--- config.mk ---
export PLATFORM = sky130hd
export DESIGN_NAME = ikaopll_acc_mixer
export DESIGN_NICKNAME = d
export VERILOG_FILES = /design/src/rtl/ikaopll_acc_mixer.sv
export SDC_FILE = /design/constraint.sdc
export NUM_CORES = 1
export LEC_CHECK = 0
export ABC_AREA = 0
export CAP_MARGIN = 20
export CORE_ASPECT_RATIO = 0.9
export CORE_UTILIZATION = 30
export CTS_CLUSTER_DIAMETER = 30
export DETAILED_ROUTE_END_ITERATION = 8
export PLACE_DENSITY = 0.5
export SLEW_MARGIN = 20
export SYNTH_ARGS = -nofsm -noshare
export SYNTH_HDL_FRONTEND = slang
export SYNTH_SLANG_ARGS = --single-unit
export TNS_END_PERCENT = 20
--- constraint.sdc ---
create_clock -name i_EMUCLK -period 11.5 [get_ports i_EMUCLK]
set_input_delay 1.725 -clock i_EMUCLK [delete_from_list [all_inputs] [get_ports i_EMUCLK]]
set_output_delay 1.725 -clock i_EMUCLK [all_outputs]
set_load 0.01 [all_outputs]
--- src/rtl/ikaopll_acc_mixer.sv ---
// Sample accumulator/mixer: sums signed melody and rhythm DAC slot products over one
// frame and emits a saturated 16-bit sample at each frame boundary.
//
// state | meaning
// IDLE  | waiting for the first delayed frame marker; accumulator and counter held at 0
// RUN   | accumulating slots; frame ends on a delayed marker or a full frame without one
module ikaopll_acc_mixer #(
   parameter int FRAME_LEN = 18,
   parameter int CYC0_DLY  = 3
) (
   input  logic        i_EMUCLK,
   input  logic        i_RST_n,
   input  logic        i_phi1_NCEN_n,
   input  logic        i_CYCLE_00,
   input  logic        i_DAC_EN_MO,
   input  logic        i_DAC_EN_RO,
   input  logic        i_SND_SIGN,
   input  logic [7:0]  i_SND_MAG,
   input  logic [4:0]  i_MOVOL,
   input  logic [4:0]  i_ROVOL,
   output logic [15:0] o_SAMPLE,
   output logic        o_SAMPLE_STRB,
   output logic        o_CLIP,
   output logic        o_SYNC_LOST
);

   localparam int CW = $clog2(FRAME_LEN + 1);

   typedef enum logic {
      IDLE = 1'b0,
      RUN  = 1'b1
   } state_t;

   state_t               state_q, state_d;
   logic                 tick;
   logic [CYC0_DLY-1:0]  dly_q;
   logic                 cyc0_d;
   logic signed [8:0]    snd_val;
   logic signed [13:0]   snd_ext, mo_gain, ro_gain, mo_prod, ro_prod;
   logic signed [19:0]   contrib, acc_q, acc_d, acc_add;
   logic signed [20:0]   acc_wide;
   logic [CW-1:0]        cnt_q, cnt_d;
   logic                 sat_hi, sat_lo, frame_end, lost_d;
   logic [15:0]          sample_sat;

   assign tick    = ~i_phi1_NCEN_n;
   assign cyc0_d  = dly_q[CYC0_DLY-1];

   // Negative samples are one's-complement style: sign 1, magnitude 0 is -1.
   assign snd_val = i_SND_SIGN ? {1'b1, ~i_SND_MAG} : {1'b0, i_SND_MAG};
   assign snd_ext = 14'(snd_val);
   assign mo_gain = 14'($signed(i_MOVOL));
   assign ro_gain = 14'($signed(i_ROVOL));
   assign mo_prod = i_DAC_EN_MO ? snd_ext * mo_gain : '0;
   assign ro_prod = i_DAC_EN_RO ? snd_ext * ro_gain : '0;
   assign contrib = 20'(mo_prod) + 20'(ro_prod);

   // Clamp rather than wrap so a long frame can never fold a large sum back around.
   assign acc_wide = 21'(acc_q) + 21'(contrib);
   assign acc_add  = (acc_wide > 21'sd524287)  ? 20'sh7FFFF :
                     (acc_wide < -21'sd524288) ? 20'sh80000 : acc_wide[19:0];

   assign sat_hi     = acc_q > 20'sd32767;
   assign sat_lo     = acc_q < -20'sd32768;
   assign sample_sat = sat_hi ? 16'h7FFF : (sat_lo ? 16'h8000 : acc_q[15:0]);

   always_comb begin
      state_d   = state_q;
      acc_d     = acc_q;
      cnt_d     = cnt_q;
      lost_d    = o_SYNC_LOST;
      frame_end = 1'b0;
      case (state_q)
         IDLE: begin
            acc_d = '0;
            cnt_d = '0;
            if (cyc0_d) begin
               state_d = RUN;
               acc_d   = contrib;
               cnt_d   = CW'(1);
            end
         end
         RUN: begin
            // cnt_q == FRAME_LEN marks the tick where an aligned marker is due.
            if (cyc0_d || (cnt_q == CW'(FRAME_LEN))) begin
               frame_end = 1'b1;
               acc_d     = contrib;
               cnt_d     = CW'(1);
               if (!cyc0_d)
                  lost_d = 1'b1;
               else if (cnt_q == CW'(FRAME_LEN))
                  lost_d = 1'b0;
            end else begin
               acc_d = acc_add;
               cnt_d = cnt_q + CW'(1);
            end
         end
         default: state_d = IDLE;
      endcase
   end

   always_ff @(posedge i_EMUCLK) begin
      if (!i_RST_n) begin
         state_q       <= IDLE;
         acc_q         <= '0;
         cnt_q         <= '0;
         dly_q         <= '0;
         o_SAMPLE      <= '0;
         o_SAMPLE_STRB <= 1'b0;
         o_CLIP        <= 1'b0;
         o_SYNC_LOST   <= 1'b0;
      end else if (tick) begin
         state_q  <= state_d;
         acc_q    <= acc_d;
         cnt_q    <= cnt_d;
         dly_q[0] <= i_CYCLE_00;
         for (int i = 1; i < CYC0_DLY; i++)
            dly_q[i] <= dly_q[i-1];
         o_SAMPLE_STRB <= frame_end;
         o_SYNC_LOST   <= lost_d;
         if (frame_end) begin
            o_SAMPLE <= sample_sat;
            o_CLIP   <= sat_hi | sat_lo;
         end
      end
   end

endmodule

==> metrics.md <==
| Metric | Value |
|---|---|
| Fmax | `96.8 MHz` |
| Final HPWL DP | `14.0 mm` |
| Fin area | `0.00813 sq mm` |
| CTS tree | `done` |
| Die ar. | `0.0249 sq mm` |
| Max FO, Critical Path | `19` |
| Filler cell count | `2462` |
| Area of the multi-input gates | `0.00578 sq mm` |
| Clk_skew | `0.00802 ns` |
| Synth-to-layout area growth | `11.9%` |
| # nets final | `1094` |
| Worst Hold Launch | `o_SAMPLE[15]` |
| Number of iterations in the first detailed-routing pass | `8` |
| FF+latch area | `961 sq um` |
| Gr usage total | `14.2%` |
| Critical path required time | `11.69 ns` |
| Pin count of the biggest net entering global routing | `43` |
| Largest area contributor in the netlist | `fa_1` |
| Worst-Skew Late Latency | `0.29 ns` |
| NetSw | `0.000868 W` |
| Total Wirelength | `16.9 mm` |
| Gate power share | `81.7%` |
| Async set-reset flop share out of synthesis | `0%` |
| Sequential area share after synthesis | `13.2%` |
| ANT cells | `0` |
| Netlist cell types | `70` |
| Max layer used | `met4` |
| Violated checks | `design-rule violations` |
| Number of vias in the routed layout | `5931` |
| Final count of hold timing violations | `0` |
| Met2 wire length | `7.44 mm` |
| Clock Pin Slew Worst Setup and Hold Paths | `0.06 ns` |
| Sw frac | `51.3%` |
| Total chip power | `0.00169 W` |
| CTS max path bufs | `2` |
| Top_reg_cell synth | `dfxtp_1` |
| CP startpoint | `i_SND_SIGN` |
| Post-Syn Area | `0.00727 sq mm` |
| Maximum vdd drop | `66.7 uV` |
| Cell Int Power | `0.000824 W` |
| Crit Reg-Reg Startpoint | `acc_q[0]` |
| Syn_nets | `1066` |
| Vias in the first global route | `5704` |
| RD Place Congestion | `0.826` |
| Core area | `0.0235 sq mm` |
| Area after DPL | `0.00800 sq mm` |
| Max cap viols | `0` |
| Slew margin rel. | `41.9%` |
| Fin Hold WS | `0.458 ns` |
| Port Buffers | `43` |
| Core Rows | `53` |
| Seq pwr share | `10.1%` |
| Wire length on met1 | `8.84 mm` |
| Most frequent CP cell | `fa_1` |
| Clock buffer count from CTS | `5` |
| H-tree lvl count | `2` |
| Mapped Cells | `898` |
| Startpoint Class | `primary input` |
| Post-CTS Setup Bufs | `0` |
| Reg2Reg Setup Slack | `8.34 ns` |
| DR iter-0 viols | `320` |
| Critical path's largest stage delay | `0.94 ns` |
| Syn_area_per_cell | `8.10 sq um` |
| Root Buffer | `clkbuf_16` |
| IO Count | `44` |
| Post-place setup slack | `0.901 ns` |
| # DRC | `7` |
| Initial Util | `30.9%` |
| Slew Viols, Final | `0` |
| Chip width | `166 um` |
| Count of flip-flops with a built-in enable after synthesis | `0` |
| Slew @ Worst Pin | `0.871 ns` |
| Clk network pwr share | `8.2%` |
| Gr ovfl total | `0` |
| Hold-fix buffers, CTS | `0` |
| First-pass GRT wire length | `29.1 mm` |
| Power Dens Cells | `208 mW/mm^2` |
| Leading post-synthesis cells by cell area | `fa_1 17%, ha_1 14%, dfxtp_1 13%` |
| Commonest cells after routing, fill and taps aside | `107 x inv_1, 88 x and2_1, 83 x ha_1, 69 x nand2_1, 60 x fa_1` |
| Final setup violation count | `0` |
| Pleak | `3.58 nW` |
| Worst EP arrival | `10.53 ns` |
| Synthesis warning total | `0` |
| Outcome | `finished with violations` |
| Wire length on met3 | `439 um` |
| Final Critical Period | `10.33 ns` |
| Via/cell ratio | `4.83` |
| Num Clock Sinks | `48` |
| Die height | `150 um` |
| Wire per inst | `13.7 um` |
| Commonest non-fill, non-tap cell in the layout | `inv_1` |
| Post-route ant nets | `0` |
| Fraction of layout cells with a size suffix above 1 | `3.46%` |
| Initial antenna violation count | `0` |
| Crit end category | `flop` |
| Post_cts resized | `0` |
| HP Class | `flop to flop` |
| Yosys reg bits | `48` |
| Yosys top cell area share | `16.5%` |
| Setup slack after layout | `1.17 ns` |
| Fin crit share | `89.9%` |
| Kind of critical path | `primary input to flop` |
| CP max stage cell | `clkdlybuf4s50_1` |
| Fin Setup TNS | `0 ns` |
| RSZ-0062 raised after global routing | `no` |
[cells in the mapped netlist, drive strengths merged, types with 20 or more instances]
library cell  instances
inv                 107
and2                 88
ha                   83
nand2                69
fa                   60
a21oi                59
o21ai                57
dfxtp                48
nor2                 42
xnor2                37
xor2                 26
clkbuf               22
nor2b                20
[power by group through the flow]
stage / clock, W / sequential (W) / combinational [W]
3_5_place_dp: 0 / 0.000175 / 0.00138
4_1_cts: 0.000142 / 0.000172 / 0.00139
2_1_floorplan: 0 / 0.000174 / 0.00110
5_1_grt: 0.000149 / 0.000172 / 0.00158
6_report: 0.000138 / 0.000172 / 0.00138
3_3_place_gp: 0 / 0.000175 / 0.00139
[cell families (layout without fill, tap and decap cells)]
| family | after synthesis | in the layout | share of synthesized area [%] |
|---|---|---|---|
| flops | 48 | 48 | 13.2 |
| mux | 3 | 3 | 0.413 |
| xor+xnor | 63 | 63 | 7.59 |
| simple gates | 281 | 281 | 20.4 |
| buf+inv | 136 | 164 | 7.21 |
| compound gates | 224 | 224 | 20.3 |
| fa+ha+maj | 143 | 143 | 30.8 |
[critical path, delay by kind of cell]
family / cells / cell delay (ns)
compound gates: 11 / 2.54
xor+xnor: 3 / 1.02
buf+inv: 2 / 1.01
fa+ha+maj: 6 / 2.84
simple gates: 8 / 1.38
[per-stage QoR]
| stage | cells | util, % |
|---|---|---|
| after floorplan | 898 | - |
| after global placement | 1221 | 34.0 |
| after detailed placement | 1221 | 34.0 |
| after CTS | 1228 | 34.6 |
| after global routing | 1228 | 34.6 |
| final | 1228 | 34.6 |
[cell type report]
class | count | share of cell area (%)
clock buffers | 6 | 1.58
clock inverters | 1 | 0.0615
inverters | 109 | 5.03
multi-input cells | 714 | 71.1
flip-flops and latches | 48 | 11.8
well taps | 302 | 4.65
repair buffers | 48 | 5.75
[worst paths after layout]
kind         cells after the start           end
max                             30      acc_q[0]
min                              2  o_SAMPLE[15]
max reg2reg                     11      acc_q[0]
min reg2reg                      2  o_SAMPLE[15]
[state kept, by name, indices dropped and copies added, names as in the netlist]
signal and flops:
o_SAMPLE_STRB 1, o_SAMPLE 16, o_CLIP 1, acc_q 20, o_SYNC_LOST 1, state_q 1
cnt_q 5, dly_q 3
[routing by layer]
metal / vias to the layer above / GRT usage, %
met5: - / 0
met4: 0 / 2.52
met3: 8 / 1.01
met2: 106 / 23.1
met1: 2724 / 20.7
li1: 3093 / -
(Power assumes the default switching activity.)
